`src/rtl/cv32e40p_pkg.sv`:
```
// Shared core definitions: clock-domain controller state encoding and limits.
package cv32e40p_pkg;

    localparam int unsigned CG_MAX_DOMAINS = 8;

    typedef enum logic [1:0] {
        CG_RESET = 2'b00,
        CG_RUN   = 2'b01,
        CG_IDLE  = 2'b10,
        CG_GATED = 2'b11
    } cg_state_e;

    // Idle counter width: max(1, clog2(idle_cycles))
    function automatic int unsigned cg_cnt_width(input int unsigned idle_cycles);
        return (idle_cycles <= 2) ? 1 : $clog2(idle_cycles);
    endfunction

endpackage

```
`src/rtl/cv32e40p_clock_domain_fsm.sv`:
```
// Per-domain sleep FSM: idle hysteresis counter and combinational clock enable.
module cv32e40p_clock_domain_fsm
    import cv32e40p_pkg::*;
#(
    parameter int unsigned IDLE_CYCLES = 4,
    parameter bit          ALWAYS_ON   = 1'b0
) (
    input  logic clk_i,
    input  logic rst_n,
    input  logic fetch_enable_i,
    input  logic busy_i,
    input  logic sleep_allow_i,
    input  logic wake_i,
    output logic clk_en_c_o,
    output logic gated_o
);

    localparam int unsigned        CNT_W    = cg_cnt_width(IDLE_CYCLES);
    localparam logic [CNT_W-1:0]   CNT_LAST = CNT_W'(IDLE_CYCLES - 1);

    cg_state_e        state_q, state_d;
    logic [CNT_W-1:0] cnt_q, cnt_d;
    logic             gated_q;
    logic             qual;
    logic             clk_en;

    assign qual = !busy_i && sleep_allow_i && !wake_i && !ALWAYS_ON;

    always_ff @(posedge clk_i or negedge rst_n) begin
        if (!rst_n) begin
            state_q <= CG_RESET;
            cnt_q   <= '0;
            gated_q <= 1'b0;
        end else begin
            state_q <= state_d;
            cnt_q   <= cnt_d;
            gated_q <= (state_d == CG_GATED);
        end
    end

    // Next state and clock enable; wake/busy reopen the gate in the same cycle
    always_comb begin
        state_d = state_q;
        cnt_d   = cnt_q;
        clk_en  = 1'b0;
        case (state_q)
            CG_RESET: begin
                if (fetch_enable_i) begin
                    state_d = CG_RUN;
                    cnt_d   = '0;
                end
            end
            CG_RUN: begin
                clk_en = 1'b1;
                if (qual) begin
                    if (IDLE_CYCLES == 1) begin
                        state_d = CG_GATED;
                    end else begin
                        state_d = CG_IDLE;
                        cnt_d   = CNT_W'(1);
                    end
                end
            end
            CG_IDLE: begin
                clk_en = 1'b1;
                if (!qual) begin
                    state_d = CG_RUN;
                    cnt_d   = '0;
                end else if (cnt_q == CNT_LAST) begin
                    state_d = CG_GATED;
                end else begin
                    cnt_d = cnt_q + CNT_W'(1);
                end
            end
            CG_GATED: begin
                if (wake_i || busy_i) begin
                    clk_en  = 1'b1;
                    state_d = CG_RUN;
                    cnt_d   = '0;
                end
            end
            default: begin
                state_d = CG_RESET;
                cnt_d   = '0;
            end
        endcase
    end

    assign clk_en_c_o = clk_en;
    assign gated_o    = gated_q;

endmodule

```
`src/rtl/pulp_clock_gating.sv`:
```
// Latch-based integrated clock gate; enable is captured while the clock is low.
module pulp_clock_gating (
    input  logic clk_i,
    input  logic en_i,
    input  logic test_en_i,
    output logic clk_o
);

    logic clk_en;

    always_latch begin
        if (clk_i == 1'b0) begin
            clk_en = en_i | test_en_i;
        end
    end

    assign clk_o = clk_i & clk_en;

endmodule

```
`src/rtl/cv32e40p_clock_domain_ctrl.sv`:
```
// Multi-domain sleep controller: sticky fetch enable, per-domain FSM and clock gate,
// aggregate core sleep indication.
module cv32e40p_clock_domain_ctrl
    import cv32e40p_pkg::*;
#(
    parameter int unsigned            NUM_DOMAINS    = 2,
    parameter int unsigned            IDLE_CYCLES    = 4,
    parameter logic [NUM_DOMAINS-1:0] ALWAYS_ON_MASK = '0
) (
    input  logic                   clk_ungated_i,
    input  logic                   rst_n,
    input  logic                   scan_cg_en_i,
    input  logic                   fetch_enable_i,
    output logic                   fetch_enable_o,
    input  logic [NUM_DOMAINS-1:0] busy_i,
    input  logic [NUM_DOMAINS-1:0] sleep_allow_i,
    input  logic [NUM_DOMAINS-1:0] wake_i,
    output logic [NUM_DOMAINS-1:0] clk_gated_o,
    output logic [NUM_DOMAINS-1:0] domain_gated_o,
    output logic                   core_sleep_o
);

    logic                   fetch_enable_q;
    logic [NUM_DOMAINS-1:0] clk_en;
    logic [NUM_DOMAINS-1:0] gated;

    always_ff @(posedge clk_ungated_i or negedge rst_n) begin
        if (!rst_n) begin
            fetch_enable_q <= 1'b0;
        end else begin
            fetch_enable_q <= fetch_enable_i | fetch_enable_q;
        end
    end

    for (genvar d = 0; d < NUM_DOMAINS; d++) begin : gen_domain
        cv32e40p_clock_domain_fsm #(
            .IDLE_CYCLES (IDLE_CYCLES),
            .ALWAYS_ON   (ALWAYS_ON_MASK[d])
        ) u_fsm (
            .clk_i          (clk_ungated_i),
            .rst_n          (rst_n),
            .fetch_enable_i (fetch_enable_q),
            .busy_i         (busy_i[d]),
            .sleep_allow_i  (sleep_allow_i[d]),
            .wake_i         (wake_i[d]),
            .clk_en_c_o     (clk_en[d]),
            .gated_o        (gated[d])
        );

`ifdef PULP_FPGA_EMUL
        assign clk_gated_o[d] = clk_ungated_i;
`else
        pulp_clock_gating u_cg (
            .clk_i     (clk_ungated_i),
            .en_i      (clk_en[d]),
            .test_en_i (scan_cg_en_i),
            .clk_o     (clk_gated_o[d])
        );
`endif
    end

    assign fetch_enable_o = fetch_enable_q;
    assign domain_gated_o = gated;
    // An always-on domain never gates, so the core can never be fully asleep
    assign core_sleep_o   = (ALWAYS_ON_MASK != '0) ? 1'b0 : ((&gated) & ~(|clk_en));

endmodule

```
`config.mk`:
```
export PLATFORM = sky130hd
export DESIGN_NAME = cv32e40p_clock_domain_ctrl
export DESIGN_NICKNAME = d
export VERILOG_FILES = /design/src/rtl/cv32e40p_pkg.sv /design/src/rtl/cv32e40p_clock_domain_fsm.sv /design/src/rtl/pulp_clock_gating.sv /design/src/rtl/cv32e40p_clock_domain_ctrl.sv
export SDC_FILE = /design/constraint.sdc
export NUM_CORES = 1
export LEC_CHECK = 0
export BUFFER_PORTS_ARGS = -buffer_cell sky130_fd_sc_hd__buf_2
export CAP_MARGIN = 5
export CORE_MARGIN = 2
export CORE_UTILIZATION = 45
export CTS_CLUSTER_SIZE = 16
export DETAILED_ROUTE_END_ITERATION = 8
export PLACE_DENSITY = 0.68
export SLEW_MARGIN = 40
export SYNTH_ARGS = -nofsm -noshare
export SYNTH_HDL_FRONTEND = slang
export SYNTH_SLANG_ARGS = --single-unit
```
`constraint.sdc`:
```
create_clock -name clk_ungated_i -period 2 [get_ports clk_ungated_i]
set_clock_uncertainty 0.15 [all_clocks]
set_input_delay 0.1 -clock clk_ungated_i [delete_from_list [all_inputs] [get_ports clk_ungated_i]]
set_output_delay 0.1 -clock clk_ungated_i [all_outputs]
set_load 0.01 [all_outputs]
```
==> out/summary.txt, run 1 <==
Status -> complete, but fails checks
Failing checks -> negative setup slack
Remaining antenna violation count -> 0
Register clock-pin slew on the reported worst setup and hold paths -> 0.07 ns
Ys Warns -> 0
Mapped cell area -> 926 um2
Grt total ovfl -> 0
Avg Cell Area, Syn -> 9.26 um2
Worst Path Required -> 1.75 ns
PwrDens -> 1270 mW/mm2
Number of global-route vias before repair -> 957
Die height -> 49.4 um
GRT Resource Usage Total -> 20.8%
First-pass GRT wire length -> 3790 um
Startpoint Class -> latch
Tot Pwr -> 1.70 mW
Drc violations -> 0
Slack of the critical path -> -0.281 ns
Final Hold Viols -> 0
CP endpoint kind -> primary output
WHS Path Cells -> 4
Max Cap Viol -> 0
Routed via count -> 925
Initial antenna violation count -> 0
Drt wl/cell -> 13.4 um
Crit-path max FO -> 1
Mapped Cells -> 100
Layout cells sized above 1 -> 43.2%
Yosys reg bits -> 13
Die width -> 49.4 um
Routed vias/inst -> 5.35
# port buffers -> 15
Worst-Margin Slew -> 0.527 ns
Pre-antenna DRT Iters -> 4
Hold path startpoint -> wake_i[1]
Core outline area -> 0.00194 mm2
Final net count -> 170
Critical R2R Launch -> gen_domain[1].u_fsm.state_q[0]
Syn Nets -> 124
Worst EP arrival -> 2.03 ns
Rows -> 16
Crit path from -> gen_domain[1].u_cg.clk_en
Area grow syn2layout -> 45.0%
Antenna diodes -> 0
Synth cell types -> 34
Crit Path Category -> latch2out
Leading cell type in the layout, fill and taps excluded -> buf_4
Static leakage -> 0.676 nW
Worst skew pair latency -> 0.40 ns
Max-slew violations -> 0
Worst Hold Class -> in2reg
Iter 0 DRT Violations -> 22
Unrepaired setup endpoints after global routing -> true
Final setup TNS -> -0.571 ns
DIE AREA -> 0.00244 mm2
Worst vdd ir -> 695 uV
Max-slew headroom -> 64.7%
FF-to-FF path depth -> 7
Final Wtd Congestion -> 0.844
WL final -> 2310 um
CTS tree -> built
Dpl hpwl -> 1530 um
Final setup violation count -> 5
Most frequent cells in the layout -> buf_4 (18), buf_2 (15), dfrtp_1 (11)
Initial core utilization -> 47.7%
Pin count of the biggest net entering global routing -> 12
# IOs -> 16
registers in the layout, summed over array words and instances, names as in the netlist:
name and cells:
gen_domain.u_fsm.state_q 4, gen_domain.u_fsm.cnt_q 4, fetch_enable_o 1, gen_domain.u_cg.clk_en 2
gen_domain.u_fsm.gated_o 2
worst paths after layout:
| check | to | slack [ns] |
|---|---|---|
| min reg2reg | gen_domain[1].u_fsm.cnt_q[1] | 0.35 |
| max in group asynchronous | gen_domain[0].u_fsm.cnt_q[0] | 0.77 |
| min in group asynchronous | gen_domain[0].u_fsm.state_q[1] | 0.58 |
| max | clk_gated_o[1] | -0.28 |
| min | gen_domain[1].u_fsm.cnt_q[0] | 0.01 |
| max reg2reg | gen_domain[1].u_fsm.cnt_q[1] | -0.03 |
metal layers:
layer  up-vias  routed length, um  global-route usage, %
met4         0                 32                   12.9
li1        451                  -                      -
met5         -                  0                      0
met2        26               1150                   32.0
met1       441                996                   23.7
met3         7                133                   8.90
repair_timing:
item                       4_1_cts  5_1_grt
buffers inserted                 4        2
pin swaps                        3        0
setup endpoints to repair        4        8
hold endpoints to repair        16        0
hold buffers                     7        0
resized for setup               14        6
cells in the mapped netlist, drive strengths merged:
master,count,area share [%]
inv,10,4.1
o21a,1,0.81
nor3b,1,0.81
or2,4,2.7
and2,3,2.0
dfrtp,11,30
ha,14,19
mux2i,2,2.2
o21ai,4,2.2
a21oi,8,4.3
a222oi,2,2.2
o211ai,1,0.81
nand2,7,2.8
buf,4,3.2
nor3,2,1.1
nand4,1,0.68
a31o,1,0.95
a311oi,1,0.95
and3,2,1.4
nor4,3,2.0
mux2,1,1.2
a21o,2,1.8
dlxtn,2,3.2
nand2b,1,0.68
o32ai,1,0.95
a2bb2oi,1,0.95
nor2,2,0.81
or3,1,0.68
nand3,3,1.6
o31ai,2,2.2
or3b,2,2.2
power by group:
group	total (mW)	leakage [nW]	switching, mW	internal [mW]
Sequential	0.373	0.155	0.0472	0.325
Clock	0.376	0.0485	0.158	0.217
Combinational	0.950	0.472	0.445	0.505
Total	1.70	0.676	0.651	1.05
cells by family after synthesis:
family / synth area share (%)
AND/OR/NAND/NOR: 19.5
AO/OA/AOI/OAI: 18.0
buffers and inverters: 7.30
adder cells (fa/ha/maj): 18.9
flip-flops: 29.7
multiplexers: 3.38
latches: 3.24
final cells by class:
type / instances / area, um2
well taps: 27 / 33.8
clock buffers: 11 / 70.1
fillers: 162 / 599
repair buffers: 39 / 282
flip-flops and latches: 13 / 305
multi-input cells: 73 / 609
inverters: 10 / 42.5
through the flow:
step / util, % / std cells / hold WS (ns) / worst slack (ns) / area (um2)
after floorplan: - / 100 / -0.346 / 0 / 926
after global placement: 56.8 / 151 / -0.160 / 0 / 1100
after detailed placement: 56.8 / 151 / -0.158 / 0 / 1100
after CTS: 67.6 / 171 / 0.00670 / -0.272 / 1310
after global routing: 69.1 / 173 / 0.0452 / -0.379 / 1340
final: 69.1 / 173 / 0.0122 / -0.281 / 1340
worst max-delay path, cell delays in order, from the launching register on:
cell     delay [ns]
dlxtn_1           0
dlxtn_1        0.31
and2_1         0.11
buf_2          0.12
(Power assumes the default switching activity.)
==> run 2, diff against run 1 <==
Settings changed: ABC_AREA set to 1.
==> run 2 against run 1 <==
Compared with the run above: the run still ends with negative setup slack left; cell count is 9.2% higher; synthesized cell count is 21% higher; via count is 0.11% higher; first-iteration DRC count is 23% lower; combinational power is 17% lower; critical path depth stayed put; critical endpoint unchanged.
==> out/summary.txt, run 2 <==
Static leakage -> 0.702 nW (+3.8%)
Final core utilization -> 66.3% (-2.9 points)
Antenna diodes -> 0 (unchanged)
Top cells by area, synth -> dfrtp_1 (29%), ha_1 (19%), nand3_1 (12%)
Final setup TNS -> -0.526 ns (+0.0448 ns)
Number of global-route vias before repair -> 927 (-3.1%)
Routed vias/inst -> 4.90 (-8.4%)
Mapped Cells -> 121 (+21%)
Mapped cell area -> 940 um2 (+1.5%)
# port buffers -> 15 (unchanged)
Max-slew violations -> 0 (unchanged)
Grt total ovfl -> 0 (unchanged)
Sequential power share -> 23.7% (+1.8 points)
WL final -> 2150 um (-6.8%)
Rows -> 16 (unchanged)
Crit-path cells -> nand2_1, inv_1, buf_2
Worst Path Required -> 1.75 ns (about the same)
Dpl hpwl -> 1550 um (+1.4%)
Most frequent cells in the layout -> nand2_1 (25), nand3_1 (22), buf_4 (16)
CP delay by family, top -> latches
Yosys reg bits -> 13 (unchanged)
Slack of the critical path -> -0.271 ns (+0.00907 ns)
Leading cell type in the layout, fill and taps excluded -> nand2_1
Worst path bufs/invs -> 2 (+1)
Final setup violation count -> 4 (-1)
Remaining antenna violation count -> 0 (unchanged)
Tot Pwr -> 1.55 mW (-9.0%)
Worst EP arrival -> 2.02 ns (about the same)
Drt wl/cell -> 11.4 um (-15%)
Final Wtd Congestion -> 0.875 (+3.7%)
# IOs -> 16 (unchanged)
Worst skew pair latency -> 0.40 ns (about the same)
Yosys top cell area share -> 29.3% (-0.44 points)
Initial antenna violation count -> 0 (unchanged)
Sw frac -> 41.0% (+2.7 points)
# placed instances -> 172 (+14%)
Largest regs -> gen_domain.u_fsm.cnt_q (4), gen_domain.u_fsm.state_q (4)
Comb pwr share -> 51.0% (-5.0 points)
Critical R2R Launch -> gen_domain[1].u_fsm.state_q[0]
Unrepaired setup endpoints after global routing -> true
WHS Path Cells -> 5 (+1)
GRT Resource Usage Total -> 20.6% (-0.24 points)
Worst Hold Class -> in2reg
Reg-to-reg endpoint -> gen_domain[1].u_cg.clk_en
Hold path startpoint -> sleep_allow_i[1]
Psw -> 0.634 mW (-2.6%)
Ys Warns -> 0 (unchanged)
Synth cell count leaders -> nand2_1 (25), nand3_1 (22), inv_1 (17), ha_1 (14), dfrtp_1 (11)
Max Cap Viol -> 0 (unchanged)
Failing checks -> negative setup slack
PwrDens -> 1190 mW/mm2 (-6.1%)
Status -> complete, but fails checks
Most frequent cell after synthesis -> nand2_1
Clk pwr share -> 25.3% (+3.2 points)
First-pass GRT wire length -> 3770 um (-0.55%)
Worst path slowest cell -> dlxtn_2
Final net count -> 186 (+9.4%)
Startpoint Class -> latch
Number of flops mapped to enable cells by yosys -> 0 (unchanged)
Leading area contributor after synthesis -> dfrtp_1
Drc violations -> 0 (unchanged)
Die width -> 49.7 um (+0.68%)
Max-slew headroom -> 64.8% (+0.11 points)
CP peak stage delay -> 0.41 ns (+0.10 ns)
R2R Setup Slk -> 0 ns (+0.03 ns)
Final Hold Viols -> 0 (unchanged)
Die height -> 49.7 um (+0.68%)
Routed via count -> 926 (+0.11%)
Iter 0 DRT Violations -> 17 (-23%)
Register clock-pin slew on the reported worst setup and hold paths -> 0.09 ns (+0.02 ns)
Pre-antenna DRT Iters -> 4 (unchanged)
Layout cells sized above 1 -> 35.8% (-7.3 points)
CTS tree -> built
Worst-Margin Slew -> 0.526 ns (-0.00157 ns)
Area grow syn2layout -> 38.3%
DIE AREA -> 0.00247 mm2 (+1.4%)
CP endpoint kind -> primary output
Crit-path max FO -> 1 (unchanged)
Crit Path Category -> latch2out
Initial core utilization -> 47.9% (+0.21 points)
Hold Path End -> gen_domain[1].u_fsm.cnt_q[0]
Core outline area -> 0.00196 mm2 (+1.0%)
FF-to-FF path depth -> 4 (-3)
Async SR Flop Fraction -> 84.6% (unchanged)
Worst vdd ir -> 918 uV (+32%)
Synth cell types -> 16 (-53%)
Avg Cell Area, Syn -> 7.77 um2 (-16%)
Syn Nets -> 145 (+17%)
Power Internal -> 0.911 mW (-13%)
Fin cells -> 189 (+9.2%)
Pin count of the biggest net entering global routing -> 12 (unchanged)
Crit path from -> gen_domain[1].u_cg.clk_en
Top FF cell, synth -> dfrtp_1
[run 2: worst max path at each step]
stage,cells after the start,end
global route,4,clk_gated_o[1]
global placement,5,gen_domain[0].u_cg.clk_en
finish,3,clk_gated_o[1]
detailed placement,5,gen_domain[0].u_cg.clk_en
CTS,3,clk_gated_o[1]
floorplan,5,gen_domain[0].u_cg.clk_en
[run 2: area by class of cell]
| cell class | instances | area, um2 |
|---|---|---|
| sequential | 13 | 307 |
| multi-input combinational | 87 | 589 |
| fill | 187 | 662 |
| inverter | 15 | 56.3 |
| tap | 27 | 33.8 |
| clock inverter | 3 | 12.5 |
| timing repair buffer | 34 | 235 |
| clock buffer | 10 | 66.3 |
[run 2: worst min-delay path, delay by kind of cell]
kind | cells | cell delay, ns
buffers and inverters | 1 | 0.12
AND/OR/NAND/NOR | 2 | 0.17
AO/OA/AOI/OAI | 2 | 0.12
[run 2: stage by stage]
step                      hold slack (ns)  instance area (um2)  setup WS [ns]
final                             0.00272                 1300         -0.271
after global routing               0.0309                 1300         -0.339
after detailed placement           -0.167                 1120              0
after floorplan                    -0.346                  940              0
after global placement             -0.166                 1120              0
after CTS                         0.00214                 1250         -0.264
[run 2: power by group through the flow]
stage | clock [mW] | combinational, mW | sequential [mW]
after floorplan | 0.0975 | 0.386 | 0.370
after global placement | 0.0766 | 0.622 | 0.363
after detailed placement | 0.0766 | 0.646 | 0.367
after CTS | 0.398 | 0.690 | 0.363
after global routing | 0.429 | 0.894 | 0.375
final | 0.390 | 0.789 | 0.366
[run 2: metal layers]
layer  global-route usage, %  wire, um
met5                       0         0
met4                    8.33        18
met3                    9.09       107
met2                    33.3      1030
met1                    23.6       993
[run 2: timing repair]
action                                  CTS  global route
setup buffers                             2             1
pin swaps                                 2             7
endpoints found under the setup margin    4             5
gates resized for setup                   4            13
hold buffers                              5             0
hold endpoints to repair                 16             0
[run 2: logic make-up after synthesis]
logic type	Yosys count	share of synthesized area, %
buffers and inverters	21	9.99
AO/OA/AOI/OAI	12	6.39
AND/OR/NAND/NOR	61	32.5
flip-flops	11	29.3
adder cells (fa/ha/maj)	14	18.6
latches	2	3.20
==> run 3, diff against run 2 <==
Settings changed: CORE_UTILIZATION 45 to 49, PLACE_DENSITY 0.68 to 0.73.
==> run 3 against run 2 <==
Compared with the run above: the flow finishes with violations (negative hold slack, negative setup slack); sequential cell count is the same; final area grew 1.1%; utilization grew 8.2 points; global-route usage grew 4.3 points; worst setup slack lost 0.0077 ns; sequential share of layout area shrank 0.25 points; combinational power grew 6.6%; routed wire length grew 15%; die area shrank 7.5%; clock power grew 10%; power grew 6.3%; largest cell class unchanged.
==> out/summary.txt, run 3 (synthesis results as in run 2) <==
Pre-antenna DRT Iters -> 4 (unchanged)
Crit-path max FO -> 1 (unchanged)
Initial core utilization -> 53.3% (+5.4 points)
Drt wl/cell -> 13.1 um (+15%)
Worst vdd ir -> 892 uV (-2.9%)
Fin cells -> 189 (unchanged)
Final hold slack -> -0.00660 ns (-0.00932 ns)
Status -> complete, but fails checks
Failing checks -> negative hold slack, negative setup slack
Grt total ovfl -> 0 (unchanged)
FF-to-FF path depth -> 4 (unchanged)
Worst-Margin Slew -> 0.528 ns (+0.00222 ns)
DIE AREA -> 0.00228 mm2 (-7.5%)
Worst Path Required -> 1.75 ns (about the same)
Rows -> 15 (-1)
# port buffers -> 15 (unchanged)
Die height -> 47.8 um (-3.8%)
# IOs -> 16 (unchanged)
Final setup violation count -> 4 (unchanged)
Layout cells sized above 1 -> 37.8% (+2.0 points)
Largest regs -> gen_domain.u_fsm.cnt_q (4), gen_domain.u_fsm.state_q (4)
Max-slew violations -> 0 (unchanged)
Core outline area -> 0.00176 mm2 (-10%)
GRT Resource Usage Total -> 24.9% (+4.3 points)
Pin count of the biggest net entering global routing -> 12 (unchanged)
Worst Hold Class -> in2reg
Routed via count -> 955 (+3.1%)
Leading cell type in the layout, fill and taps excluded -> nand2_1
Area grow syn2layout -> 39.8%
Die width -> 47.8 um (-3.8%)
Iter 0 DRT Violations -> 34 (+17)
First-pass GRT wire length -> 3720 um (-1.3%)
Drc violations -> 0 (unchanged)
# placed instances -> 170 (-1.2%)
Dpl hpwl -> 1590 um (+2.7%)
Slack of the critical path -> -0.279 ns (-0.00772 ns)
Worst skew pair latency -> 0.40 ns (about the same)
Final setup TNS -> -0.545 ns (-0.0183 ns)
Crit Path Category -> latch2out
Static leakage -> 0.707 nW (+0.73%)
Number of global-route vias before repair -> 902 (-2.7%)
Max Cap Viol -> 0 (unchanged)
CP endpoint kind -> primary output
Max-slew headroom -> 64.7% (-0.15 points)
Final Hold Viols -> 2 (+2)
Startpoint Class -> latch
Final net count -> 188 (+1.1%)
PwrDens -> 1250 mW/mm2 (+5.1%)
Final Wtd Congestion -> 0.891 (+1.9%)
Register clock-pin slew on the reported worst setup and hold paths -> 0.08 ns (about the same)
Initial antenna violation count -> 0 (unchanged)
Unrepaired setup endpoints after global routing -> true
Worst EP arrival -> 2.03 ns (about the same)
WHS Path Cells -> 5 (unchanged)
WL final -> 2490 um (+15%)
Remaining antenna violation count -> 0 (unchanged)
Antenna diodes -> 0 (unchanged)
FILL cells -> 137 (-27%)
CTS tree -> built
Most frequent cells in the layout -> nand2_1 (24), nand3_1 (22), buf_4 (19)
Routed vias/inst -> 5.05 (+3.1%)
## run 3: layout make-up
type / count / area, um2 / share of cell area, %
multi-input combinational: 87 / 588 / 44.8
sequential: 13 / 307 / 23.3
timing repair buffer: 36 / 248 / 18.9
clock buffer: 11 / 76.3 / 5.81
inverter: 15 / 56.3 / 4.29
tap: 25 / 31.3 / 2.38
clock inverter: 2 / 7.51 / 0.571
## run 3: repair_timing
item                       CTS  global route
hold endpoints to repair    14             0
setup endpoints to repair    4             4
gates resized for setup      6            13
buffers inserted             3             3
hold buffers                 4             0
pin swaps                    3             4
## run 3: per-layer routing
metal	GRT usage (%)	share of wire (%)	vias to the layer above
met1	28.8	44	433
li1	-	-	479
met5	0	0	-
met4	12.4	1.8	0
met3	12.5	5.8	9
met2	38.1	49	34
## run 3: metrics by stage
stage	setup slack [ns]	total power, mW	utilization, %	cell area, um2
after CTS	-0.254	1.47	71.2	1260
final	-0.279	1.64	74.5	1310
after floorplan	0	0.854	-	940
after detailed placement	0	1.09	63.1	1110
after global routing	-0.329	1.77	74.5	1310
after global placement	0	1.07	63.1	1110
## run 3: worst paths after layout
kind	from	to	slack, ns
min in group asynchronous	rst_n	gen_domain[1].u_fsm.cnt_q[0]	0.57
max in group asynchronous	rst_n	gen_domain[1].u_fsm.state_q[0]	0.77
worst min-delay path	sleep_allow_i[1]	gen_domain[1].u_fsm.cnt_q[0]	-0.007
worst max register to register	gen_domain[0].u_fsm.state_q[0]	gen_domain[0].u_cg.clk_en	0
worst max-delay path	gen_domain[0].u_cg.clk_en	clk_gated_o[0]	-0.28
worst min register to register	gen_domain[1].u_fsm.cnt_q[1]	gen_domain[1].u_fsm.cnt_q[1]	0.35
## run 3: report_power, final
part	switching [mW]	total (mW)	internal, mW
combinational	0.439	0.841	0.401
sequential	0.0530	0.372	0.319
clock	0.194	0.429	0.235
total	0.686	1.64	0.956
## run 3: critical path, cell delays in order, from the launching register on
cell,delay [ns]
dlxtn_2,0
dlxtn_2,0.34
nand2_2,0.05
inv_2,0.05
buf_6,0.09
